==> config.mk <==
export PLATFORM = sky130hd
export DESIGN_NAME = cpu_issue_ctrl_flat
export DESIGN_NICKNAME = d
export VERILOG_FILES = /design/src/rtl/cpu_issue_ctrl_if.sv /design/src/rtl/cpu_issue_ctrl.sv /design/src/flat_wrapper.sv
export SDC_FILE = /design/constraint.sdc
export NUM_CORES = 1
export LEC_CHECK = 0
export BUFFER_PORTS_ARGS = -buffer_cell sky130_fd_sc_hd__buf_2
export CORE_ASPECT_RATIO = 1.2
export CORE_UTILIZATION = 25
export DETAILED_ROUTE_END_ITERATION = 8
export GPL_TIMING_DRIVEN = 0
export HOLD_SLACK_MARGIN = 0.12
export SYNTH_ARGS = -nofsm -noshare
export SYNTH_HDL_FRONTEND = slang
export SYNTH_SLANG_ARGS = --single-unit
==> constraint.sdc <==
create_clock -name clk_i -period 3.5 [get_ports clk_i]
set_input_delay 0.7 -clock clk_i [delete_from_list [all_inputs] [get_ports clk_i]]
set_output_delay 0.7 -clock clk_i [all_outputs]
set_load 0.03 [all_outputs]
==> src/rtl/cpu_issue_ctrl_if.sv <==
// Handshake and status bundle between decode, writeback and the issue controller.
// Signal suffixes are from the controller's point of view.
interface cpu_issue_ctrl_if;
    logic        issue_valid_i;
    logic        issue_ready_o;
    logic [3:0]  rA_idx_i;
    logic        rA_use_i;
    logic [3:0]  rB_idx_i;
    logic        rB_use_i;
    logic [3:0]  wr_idx_i;
    logic        wr_en_i;
    logic        multi_i;
    logic        wb_en_i;
    logic [3:0]  wb_idx_i;
    logic        flush_i;
    logic        fire_o;
    logic        ex_stall_o;
    logic        hazard_o;
    logic [15:0] pending_o;
    logic        err_o;

    modport master (
        output issue_valid_i, rA_idx_i, rA_use_i, rB_idx_i, rB_use_i,
               wr_idx_i, wr_en_i, multi_i, wb_en_i, wb_idx_i, flush_i,
        input  issue_ready_o, fire_o, ex_stall_o, hazard_o, pending_o, err_o
    );

    modport slave (
        input  issue_valid_i, rA_idx_i, rA_use_i, rB_idx_i, rB_use_i,
               wr_idx_i, wr_en_i, multi_i, wb_en_i, wb_idx_i, flush_i,
        output issue_ready_o, fire_o, ex_stall_o, hazard_o, pending_o, err_o
    );
endinterface

==> src/rtl/cpu_issue_ctrl.sv <==
// Issue/interlock controller: per-register in-flight write scoreboard, RAW/WAW
// interlock, multi-cycle op sequencing and the registered execute-stage stall.
module cpu_issue_ctrl #(
    parameter int MULTI_LAT = 4,
    parameter int CNT_W     = 2
) (
    input  logic             clk_i,
    input  logic             rst_i,
    cpu_issue_ctrl_if.slave  bus
);

    typedef enum logic {
        IDLE  = 1'b0,
        MULTI = 1'b1
    } state_t;

    localparam logic [CNT_W-1:0] CNT_MAX   = '1;
    localparam logic [3:0]       BUSY_INIT = 4'(MULTI_LAT - 1);

    state_t           r_state;
    state_t           w_stateNext;
    logic [3:0]       r_busy;
    logic [3:0]       w_busyNext;
    logic             r_exStall;
    logic             w_exStallNext;
    logic [3:0]       r_latIdx;
    logic [3:0]       w_latIdxNext;
    logic             r_latWr;
    logic             w_latWrNext;
    logic             r_err;
    logic             w_errSet;
    logic [CNT_W-1:0] r_cnt     [16];
    logic [CNT_W-1:0] w_cntNext [16];
    logic [CNT_W:0]   w_up      [16];
    logic [CNT_W:0]   w_down    [16];
    logic             w_hazard;
    logic             w_ready;
    logic             w_fire;
    logic             w_release;
    logic [15:0]      w_pending;

    assign w_hazard = (bus.rA_use_i && (r_cnt[bus.rA_idx_i] != '0))
                    | (bus.rB_use_i && (r_cnt[bus.rB_idx_i] != '0))
                    | (bus.wr_en_i  && (r_cnt[bus.wr_idx_i] == CNT_MAX));

    assign w_ready   = (r_state == IDLE) && !w_hazard && !bus.flush_i;
    assign w_fire    = bus.issue_valid_i && w_ready;
    assign w_release = bus.flush_i && (r_state == MULTI) && r_latWr;
    assign w_errSet  = bus.wb_en_i && (r_cnt[bus.wb_idx_i] == '0);

    assign bus.issue_ready_o = w_ready;
    assign bus.fire_o        = w_fire;
    assign bus.hazard_o      = bus.issue_valid_i && w_hazard;
    assign bus.ex_stall_o    = r_exStall;
    assign bus.err_o         = r_err;
    assign bus.pending_o     = w_pending;

    always_comb begin
        w_pending = '0;
        for (int r = 0; r < 16; r++) begin
            w_pending[r] = (r_cnt[r] != '0);
        end
    end

    // Flush overrides everything; execute stays busy (stall low) for the whole MULTI span.
    always_comb begin
        w_stateNext   = r_state;
        w_busyNext    = r_busy;
        w_exStallNext = 1'b1;
        w_latIdxNext  = r_latIdx;
        w_latWrNext   = r_latWr;
        if (bus.flush_i) begin
            w_stateNext   = IDLE;
            w_busyNext    = '0;
            w_exStallNext = 1'b1;
            w_latWrNext   = 1'b0;
        end else begin
            case (r_state)
                IDLE: begin
                    w_exStallNext = !w_fire;
                    if (w_fire && bus.multi_i) begin
                        w_stateNext  = MULTI;
                        w_busyNext   = BUSY_INIT;
                        w_latIdxNext = bus.wr_idx_i;
                        w_latWrNext  = bus.wr_en_i;
                    end
                end
                MULTI: begin
                    w_exStallNext = 1'b0;
                    w_busyNext    = r_busy - 4'd1;
                    if (r_busy <= 4'd1) begin
                        w_stateNext = IDLE;
                        w_latWrNext = 1'b0;
                    end
                end
                default: begin
                    w_stateNext = IDLE;
                end
            endcase
        end
    end

    always_ff @(posedge clk_i or posedge rst_i) begin
        if (rst_i) begin
            r_state   <= IDLE;
            r_busy    <= '0;
            r_exStall <= 1'b1;
            r_latIdx  <= '0;
            r_latWr   <= 1'b0;
        end else begin
            r_state   <= w_stateNext;
            r_busy    <= w_busyNext;
            r_exStall <= w_exStallNext;
            r_latIdx  <= w_latIdxNext;
            r_latWr   <= w_latWrNext;
        end
    end

    // Issue, retire and flush-release are summed per register; a retire of an empty
    // counter is ignored, and the floor at zero covers a release racing a retire.
    always_comb begin
        for (int r = 0; r < 16; r++) begin
            w_up[r]   = {1'b0, r_cnt[r]}
                      + (CNT_W+1)'(w_fire && bus.wr_en_i && (bus.wr_idx_i == 4'(r)));
            w_down[r] = (CNT_W+1)'(bus.wb_en_i && (bus.wb_idx_i == 4'(r)) && (r_cnt[r] != '0))
                      + (CNT_W+1)'(w_release && (r_latIdx == 4'(r)));
            w_cntNext[r] = (w_up[r] >= w_down[r]) ? CNT_W'(w_up[r] - w_down[r]) : '0;
        end
    end

    always_ff @(posedge clk_i or posedge rst_i) begin
        if (rst_i) begin
            for (int r = 0; r < 16; r++) begin
                r_cnt[r] <= '0;
            end
            r_err <= 1'b0;
        end else begin
            for (int r = 0; r < 16; r++) begin
                r_cnt[r] <= w_cntNext[r];
            end
            if (w_errSet) begin
                r_err <= 1'b1;
            end
        end
    end

endmodule

==> src/flat_wrapper.sv <==
// flat-port wrapper written by rule: the top's interface ports become plain ports
module cpu_issue_ctrl_flat 
#(
    parameter int MULTI_LAT = 4,
    parameter int CNT_W     = 2
)
  (clk_i, rst_i, bus_issue_valid_i, bus_rA_idx_i, bus_rA_use_i, bus_rB_idx_i, bus_rB_use_i, bus_wr_idx_i, bus_wr_en_i, bus_multi_i, bus_wb_en_i, bus_wb_idx_i, bus_flush_i, bus_issue_ready_o, bus_fire_o, bus_ex_stall_o, bus_hazard_o, bus_pending_o, bus_err_o);
  cpu_issue_ctrl_if bus_i ();
  input  logic clk_i;
  input  logic rst_i;
  input wire logic [$bits(bus_i.issue_valid_i)-1:0] bus_issue_valid_i;
  input wire logic [$bits(bus_i.rA_idx_i)-1:0] bus_rA_idx_i;
  input wire logic [$bits(bus_i.rA_use_i)-1:0] bus_rA_use_i;
  input wire logic [$bits(bus_i.rB_idx_i)-1:0] bus_rB_idx_i;
  input wire logic [$bits(bus_i.rB_use_i)-1:0] bus_rB_use_i;
  input wire logic [$bits(bus_i.wr_idx_i)-1:0] bus_wr_idx_i;
  input wire logic [$bits(bus_i.wr_en_i)-1:0] bus_wr_en_i;
  input wire logic [$bits(bus_i.multi_i)-1:0] bus_multi_i;
  input wire logic [$bits(bus_i.wb_en_i)-1:0] bus_wb_en_i;
  input wire logic [$bits(bus_i.wb_idx_i)-1:0] bus_wb_idx_i;
  input wire logic [$bits(bus_i.flush_i)-1:0] bus_flush_i;
  output wire logic [$bits(bus_i.issue_ready_o)-1:0] bus_issue_ready_o;
  output wire logic [$bits(bus_i.fire_o)-1:0] bus_fire_o;
  output wire logic [$bits(bus_i.ex_stall_o)-1:0] bus_ex_stall_o;
  output wire logic [$bits(bus_i.hazard_o)-1:0] bus_hazard_o;
  output wire logic [$bits(bus_i.pending_o)-1:0] bus_pending_o;
  output wire logic [$bits(bus_i.err_o)-1:0] bus_err_o;
  assign bus_i.issue_valid_i = bus_issue_valid_i;
  assign bus_i.rA_idx_i = bus_rA_idx_i;
  assign bus_i.rA_use_i = bus_rA_use_i;
  assign bus_i.rB_idx_i = bus_rB_idx_i;
  assign bus_i.rB_use_i = bus_rB_use_i;
  assign bus_i.wr_idx_i = bus_wr_idx_i;
  assign bus_i.wr_en_i = bus_wr_en_i;
  assign bus_i.multi_i = bus_multi_i;
  assign bus_i.wb_en_i = bus_wb_en_i;
  assign bus_i.wb_idx_i = bus_wb_idx_i;
  assign bus_i.flush_i = bus_flush_i;
  assign bus_issue_ready_o = bus_i.issue_ready_o;
  assign bus_fire_o = bus_i.fire_o;
  assign bus_ex_stall_o = bus_i.ex_stall_o;
  assign bus_hazard_o = bus_i.hazard_o;
  assign bus_pending_o = bus_i.pending_o;
  assign bus_err_o = bus_i.err_o;
  cpu_issue_ctrl #(.MULTI_LAT(MULTI_LAT), .CNT_W(CNT_W)) u_core (.clk_i(clk_i), .rst_i(rst_i), .bus(bus_i));
endmodule
==> out/summary.md, run 1 <==
* 16.0 µm — mean routed wirelength per cell
* 28 — maximum number of pins on one net before global-route repair
* flop — type of destination of the critical path
* 50.0% — Slew HR
* 282 — First DRT Iteration DRCs
* sky130_fd_sc_hd__dfrtp_1, sky130_fd_sc_hd__ha_1, sky130_fd_sc_hd__mux4_2 — biggest area contributors in the synthesized netlist
* finished with violations — result of the run
* 2 — buffers from clock root to sink, at most
* -0.471 ns — pre-CTS setup slack
* sky130_fd_sc_hd__clkbuf_16 — clk root buf
* 13000 µm — total wire length
* 0 — Congestion Overflow GR
* 8.58 µm² — Mean Syn Cell Area
* 0 — # setup viols final
* 150 µm — height of the chip
* 4.99 — ratio of routed vias to standard cells
* 4068 — total number of vias
* 0 — count of warnings emitted by yosys
* 25.7% — Initial Utilization
* 2 — level count of the clock H-tree
* 636 — syn nets
* 4 — Worst Path Max Fanout
* 6 — DRC violation count after routing
* 5060 µm² — area of placed instances
* 0.00465 ns — final clock skew
* yes — unrepaired setup endpoints after global routing
* 53 — placement row count
* 0 — max-cap violations
* 0 ns — setup tns final
* 3.44 ns — min Tclk post-route
* sky130_fd_sc_hd__nor2_1, sky130_fd_sc_hd__inv_1, sky130_fd_sc_hd__ha_1 — commonest cells after routing, fill and taps aside
* 0.30 ns — worst-skew pair later-pin latency
* 0 — count of flip-flops with a built-in enable after synthesis
* 125 µm — Die W
* 493 nW/µm² — power density cells
* 14.1% — global router's overall resource usage
* sky130_fd_sc_hd__dfrtp_1 — post-synthesis cell type with the largest combined area
* 0.895 — routability-driven placement congestion ratio
* 21.3% — synth-to-layout area growth
* 0.0563 ns — post-layout worst setup margin
* 44 — CTS Sinks
* 2.66 nW — P_leak
* 10300 µm — HPWL after DPL
* 529 — Mapped Cells
* 3947 — via count of the first global-routing pass
* flop to flop — CP Class
* 701 — Post-layout nets
* 18700 µm² — die area
* sky130_fd_sc_hd__dfrtp_1 — predominant post-synthesis flop cell
* 24.3% — portion of the post-synthesis area used by sequential elements
* built — TritonCTS clock tree
* 3.69 ns — Worst EP required
* 41 — number of buffers inserted by port buffering
* design-rule violations — violated checks
* 0 — final slew viol count
* 46 — number of I/O pins
* 0.745 ns — Least-Margin Pin Slew
* 31.2% — Finished Core Util
* 0.223 mV — worst-case vdd ir drop
* flop — Critical Path Source Type
* 44 — number of storage elements in the synthesis netlist
* 5 — clock buffer count from CTS
* 23.2% — layout cell share with drive strength beyond 1
* 4540 µm² — synthesized cell area
* 0 — Detail Route Antenna Nets
* 17600 µm² — CORE AREA
* 0 — total inserted antenna cells
* 1 — antenna violations before repair
* 0.398 ns — minimum hold slack
* 0 — Final Hold Violating Endpoints
* 48 — distinct cell type count of the synthesized netlist
* 5510 µm² — Final Cell Area
* 0.290 GHz — maximum achievable frequency
* 3.64 ns — CP arrival
* 20400 µm — global-route wire length before repair
* 23.7% — post-synth top area share
* 7 — first-pass iteration count of the detailed router
* 98.4% — final critical-path share of the clock period
* 100% — Async S/R FF share, synth
* 0.07 ns — clock transition time at the flip-flop clock pins of the worst setup and hold paths
* sky130_fd_sc_hd__nor2_1 — most common cell after layout, fill and taps aside
* primary input to asynchronous set/reset pin — hold crit path type
## cells by family after synthesis
kind of cell	share of synthesized area (%)
and+or+nand+nor	23.3
buffers and inverters	7.00
adders and majority gates	25.3
AOI/OAI and AO/OA	8.91
DFF	24.3
muxes	10.9
xor gates and xnor gates	0.386
## path summary, 6_finish.rpt
check                                   endpoint             start  slack [ns]  cells past startpoint
min reg2reg                     u_core.bus.err_o  u_core.bus.err_o        0.47                      1
max in group asynchronous  u_core.bus.ex_stall_o             rst_i        2.53                      3
min in group clk_i              u_core.bus.err_o  u_core.bus.err_o        0.47                      1
min                             u_core.r_cnt[21]             rst_i        0.40                      2
max                             u_core.r_cnt[20]  u_core.r_cnt[21]        0.06                     14
max reg2reg                     u_core.r_cnt[20]  u_core.r_cnt[21]        0.06                     14
## cell usage after synthesis (2+ instances only)
| cell | number |
|---|---|
| sky130_fd_sc_hd__nor2_1 | 83 |
| sky130_fd_sc_hd__inv_1 | 68 |
| sky130_fd_sc_hd__ha_1 | 66 |
| sky130_fd_sc_hd__nand2_1 | 47 |
| sky130_fd_sc_hd__dfrtp_1 | 43 |
| sky130_fd_sc_hd__a21oi_1 | 37 |
| sky130_fd_sc_hd__nor3_1 | 28 |
| sky130_fd_sc_hd__o21ai_0 | 17 |
| sky130_fd_sc_hd__fa_1 | 16 |
| sky130_fd_sc_hd__mux4_2 | 15 |
| sky130_fd_sc_hd__clkbuf_1 | 11 |
| sky130_fd_sc_hd__nand2b_1 | 11 |
| sky130_fd_sc_hd__and3_1 | 10 |
| sky130_fd_sc_hd__and3b_1 | 8 |
| sky130_fd_sc_hd__nand3_1 | 6 |
| sky130_fd_sc_hd__mux2i_1 | 5 |
| sky130_fd_sc_hd__nor4_1 | 5 |
| sky130_fd_sc_hd__mux2_2 | 4 |
| sky130_fd_sc_hd__mux2_4 | 4 |
| sky130_fd_sc_hd__nor2_2 | 4 |
| sky130_fd_sc_hd__a2111oi_0 | 3 |
| sky130_fd_sc_hd__inv_2 | 3 |
| sky130_fd_sc_hd__nand3b_1 | 3 |
| sky130_fd_sc_hd__nor2b_1 | 3 |
| sky130_fd_sc_hd__buf_2 | 2 |
| sky130_fd_sc_hd__nor3b_1 | 2 |
| sky130_fd_sc_hd__o21a_1 | 2 |
| sky130_fd_sc_hd__o22ai_1 | 2 |
| sky130_fd_sc_hd__o31a_1 | 2 |
## registers in the layout (all words and copies together) (netlist names)
register / flops
u_core.r_state: 1
u_core.r_busy: 4
u_core.bus.ex_stall_o: 1
u_core.r_latIdx: 4
u_core.r_latWr: 1
u_core.r_cnt: 32
u_core.bus.err_o: 1
## power by group
group          total (W)  switching [W]  internal [W]  leakage [nW]
combinational    0.00135       0.000806      0.000540          2.01
sequential      0.000799       0.000171      0.000628         0.569
clock           0.000568       0.000228      0.000340        0.0804
total            0.00271        0.00120       0.00151          2.66
## stage by stage
step | std cells | total power [W]
detailed placement | 791 | 0.00201
floorplan | 529 | 0.00162
global placement | 790 | 0.00200
finish | 815 | 0.00271
CTS | 801 | 0.00261
global route | 815 | 0.00287
## per-layer routing
metal / vias up / global-route usage [%] / share of wire, %
met5: - / 0 / 0.11
met4: 2 / 6.10 / 3.4
met3: 34 / 2.54 / 6.4
met2: 167 / 24.8 / 49
met1: 1932 / 16.7 / 41
li1: 1933 / - / -
## repair_timing
item	in CTS	in global routing
buffers inserted	2	13
resized for setup	9	43
cloned	0	1
pin swaps	1	12
hold buffers	0	0
setup endpoints to repair	27	35
## layout make-up
type / count / area, µm²
Inverter: 71 / 269
Clock buffer: 5 / 125
Buffer: 13 / 68.8
Clock inverter: 3 / 46.3
Sequential cell: 44 / 1110
Tap cell: 220 / 275
Multi-Input combinational cell: 401 / 3260
Fill cell: 1873 / 12100
Timing Repair Buffer: 58 / 349
## worst max-delay path: stages (launching register included)
cell,delay [ns]
sky130_fd_sc_hd__dfrtp_2,0.44
sky130_fd_sc_hd__nor2_4,0.16
sky130_fd_sc_hd__inv_2,0.08
sky130_fd_sc_hd__mux4_2,0.51
sky130_fd_sc_hd__a2111oi_4,0.36
sky130_fd_sc_hd__a311oi_4,0.12
sky130_fd_sc_hd__nor4_4,0.23
sky130_fd_sc_hd__buf_4,0.19
sky130_fd_sc_hd__buf_6,0.10
sky130_fd_sc_hd__and3b_1,0.19
sky130_fd_sc_hd__ha_2,0.20
sky130_fd_sc_hd__fa_1,0.46
sky130_fd_sc_hd__nor3b_2,0.18
sky130_fd_sc_hd__nor2_1,0.08
sky130_fd_sc_hd__nor2_1,0.05
(Power assumes the default switching activity.)
==> run 2, diff against run 1 <==
Settings changed: CORE_UTILIZATION 25 to 40, RECOVER_POWER from default to 50.
==> run 2 against run 1 <==
Net effect:
- largest cell class unchanged
- largest power group unchanged
- utilization up 17 points
- clock power about the same
- sequential power about the same
- the run now ends clean
- critical path type unchanged
==> out/summary.md, run 2 (same netlist as run 1, synthesis figures left out) <==
* built — TritonCTS clock tree, unchanged
* 44.5% — switching share of power, was 44.4%
* 12400 µm — total wire length, was 13000 µm
* 22.3% — layout cell share with drive strength beyond 1, was 23.2%
* flop — Critical Path Source Type, unchanged
* 2 — buffers from clock root to sink, at most, unchanged
* 22.0% — global router's overall resource usage, was 14.1%
* 0 — Detail Route Antenna Nets, unchanged
* 0 — final slew viol count, unchanged
* 694 — Post-layout nets, was 701
* yes — unrepaired setup endpoints after global routing, unchanged
* 21.2% — clock network fraction of design power, was 21.0%
* 12.0% — Slew HR, was 50.0%
* sky130_fd_sc_hd__clkbuf_16 — clk root buf, unchanged
* flop to flop — CP Class, unchanged
* 41 — number of buffers inserted by port buffering, unchanged
* 2 — level count of the clock H-tree, unchanged
* 32 — max reg flops, unchanged
* 0.307 mV — worst-case vdd ir drop, was 0.223 mV
* 99.2 µm — Die W, was 125 µm
* 5 — first-pass iteration count of the detailed router, was 7
* 0.00268 W — total power consumption of the routed design, was 0.00271 W
* 0 — DRC violation count after routing, was 6
* 5.53 — ratio of routed vias to standard cells, was 4.99
* 0.00149 W — internal power contribution, was 0.00151 W
* 0.07 ns — clock transition time at the flip-flop clock pins of the worst setup and hold paths, about the same
* 42 — placement row count, was 53
* 44 — CTS Sinks, unchanged
* 17.2 µm — mean routed wirelength per cell, was 16.0 µm
* 13 — cells on worst reg2reg path, was 14
* 48.9% — fraction of power consumed by combinational cells, was 49.6%
* sky130_fd_sc_hd__nor2_1 — most common cell after layout, fill and taps aside, unchanged
* 0 — total inserted antenna cells, unchanged
* 7 — Worst Path Max Fanout, was 4
* 3.46 ns — min Tclk post-route, was 3.44 ns
* 98.8% — final critical-path share of the clock period, was 98.4%
* 24 — maximum number of pins on one net before global-route repair, was 28
* 0.936 — routability-driven placement congestion ratio, was 0.895
* 29.9% — Seq pwr share, was 29.4%
* sky130_fd_sc_hd__nor2_1, sky130_fd_sc_hd__inv_1, sky130_fd_sc_hd__ha_1 — commonest cells after routing, fill and taps aside, unchanged
* 0 — cts hold-fix bufs, unchanged
* 0 — antenna violations before repair, was 1
* flop to flop — hold crit path type, was primary input to asynchronous set/reset pin
* flop — type of destination of the critical path, unchanged
* 18.3% — synth-to-layout area growth, was 21.3%
* 499 nW/µm² — power density cells, was 493 nW/µm²
* 3956 — via count of the first global-routing pass, was 3947
* u_core.r_cnt (32), u_core.r_busy (4), u_core.r_latIdx (4) — Largest regs, unchanged
* u_core.r_cnt — register containing the most flip-flops in the final layout, unchanged
* 1056 — Filler Cells Inserted, was 1873
* 2.59 nW — P_leak, was 2.66 nW
* 0.30 ns — worst-skew pair later-pin latency, about the same
* 0.466 ns — minimum hold slack, was 0.398 ns
* 0 — # setup viols final, unchanged
* finished clean — result of the run, was finished with violations
* 0 — max-cap violations, unchanged
* 0.00119 W — Switching Power, was 0.00120 W
* 9930 µm — HPWL after DPL, was 10300 µm
* 0.00422 ns — final clock skew, was 0.00465 ns
* 1.32 ns — Least-Margin Pin Slew, was 0.745 ns
* 20000 µm — global-route wire length before repair, was 20400 µm
* 0.289 GHz — maximum achievable frequency, was 0.290 GHz
* 11800 µm² — die area, was 18700 µm²
* 3.69 ns — Worst EP required, about the same
* 0 — Congestion Overflow GR, unchanged
* 328 — First DRT Iteration DRCs, was 282
* 5 — clock buffer count from CTS, unchanged
* 41.1% — Initial Utilization, was 25.7%
* 119 µm — height of the chip, was 150 µm
* 3.65 ns — CP arrival, was 3.64 ns
* 3978 — total number of vias, was 4068
* 1 — Hold Path Cell Cnt
* 0 — Final Hold Violating Endpoints, unchanged
* 11000 µm² — CORE AREA, was 17600 µm²
* 46 — number of I/O pins, unchanged
## run 2: changes by cell type in the layout (fill, tap and decap cells not counted), moves of 3 or more
| cell | delta |
|---|---|
| sky130_fd_sc_hd__inv_1 | +3 |
| sky130_fd_sc_hd__ha_2 | +3 |
| sky130_fd_sc_hd__buf_4 | -6 |
| sky130_fd_sc_hd__inv_2 | -3 |
| sky130_fd_sc_hd__o21ai_1 | +3 |
| sky130_fd_sc_hd__clkbuf_1 | +4 |
| sky130_fd_sc_hd__o21ai_0 | -3 |
| sky130_fd_sc_hd__and3_1 | -3 |
| sky130_fd_sc_hd__ha_4 | +3 |
| sky130_fd_sc_hd__ha_1 | -6 |
## run 2: worst max-delay path: stages, from the launching register on
cell and delay, ns:
sky130_fd_sc_hd__dfrtp_1 0.46, sky130_fd_sc_hd__nor2_4 0.19, sky130_fd_sc_hd__inv_2 0.07, sky130_fd_sc_hd__mux4_2 0.50
sky130_fd_sc_hd__a2111oi_4 0.37, sky130_fd_sc_hd__a311oi_4 0.11, sky130_fd_sc_hd__nor4_4 0.33, sky130_fd_sc_hd__buf_4 0.21
sky130_fd_sc_hd__and3b_1 0.17, sky130_fd_sc_hd__ha_2 0.20, sky130_fd_sc_hd__fa_2 0.47, sky130_fd_sc_hd__nor3b_1 0.15
sky130_fd_sc_hd__nor2_1 0.09, sky130_fd_sc_hd__nor2_1 0.05
## run 2: worst paths after layout
kind | from | endpoint | slack, ns
max reg2reg | u_core.r_cnt[21] | u_core.r_cnt[20] | 0.04
min reg2reg | u_core.bus.err_o | u_core.bus.err_o | 0.47
min | u_core.bus.err_o | u_core.bus.err_o | 0.47
max in group asynchronous | rst_i | u_core.r_cnt[13] | 1.09
min in group asynchronous | rst_i | u_core.r_busy[3] | 0.59
max | u_core.r_cnt[21] | u_core.r_cnt[20] | 0.04
## run 2: stage by stage
| step | area, µm² | util, % | instances | setup TNS, ns | setup WS [ns] |
|---|---|---|---|---|---|
| finish | 5370 | 48.6 | 720 | 0 | 0.0403 |
| detailed placement | 4950 | 44.8 | 703 | -12.46 | -0.524 |
| CTS | 5180 | 46.9 | 712 | 0 | 0.00417 |
| global placement | 4930 | 44.7 | 702 | -10.36 | -0.438 |
| global route | 5370 | 48.6 | 720 | -0.389 | -0.0711 |
| floorplan | 4560 | - | 529 | 0 | 0.0480 |
## run 2: routing by layer
metal	share of wire (%)	up-vias	global-route usage, %	wire length [µm]
met2	48	134	36.3	5950
met5	0	-	0	0
met1	43	1900	28.4	5350
li1	-	1908	-	-
met3	4.5	36	3.02	553
met4	4.1	0	10.1	501
## run 2: power groups by stage
stage	logic, W	registers, W	clock network (W)
2_1_floorplan	0.000889	0.000730	0
3_3_place_gp	0.00119	0.000775	0
3_5_place_dp	0.00122	0.000782	0
4_1_cts	0.00125	0.000776	0.000581
5_1_grt	0.00143	0.000817	0.000601
6_report	0.00131	0.000800	0.000568
## run 2: layout make-up
type                    instances  area (µm²)  area share [%]
well taps                     132         165            3.08
clock inverters                 3        46.3           0.863
inverters                      71         269            5.01
multi-input cells             401        3320            61.8
flip-flops and latches         44        1110            20.6
clock buffers                   5         125            2.33
repair buffers                 51         273            5.08
plain buffers                  13        66.3            1.24
## run 2: repair_timing
item / in CTS / in global routing
pin swaps: 1 / 16
gates resized for setup: 13 / 44
cloned: 0 / 0
setup endpoints to repair: 34 / 34
setup buffers: 1 / 8
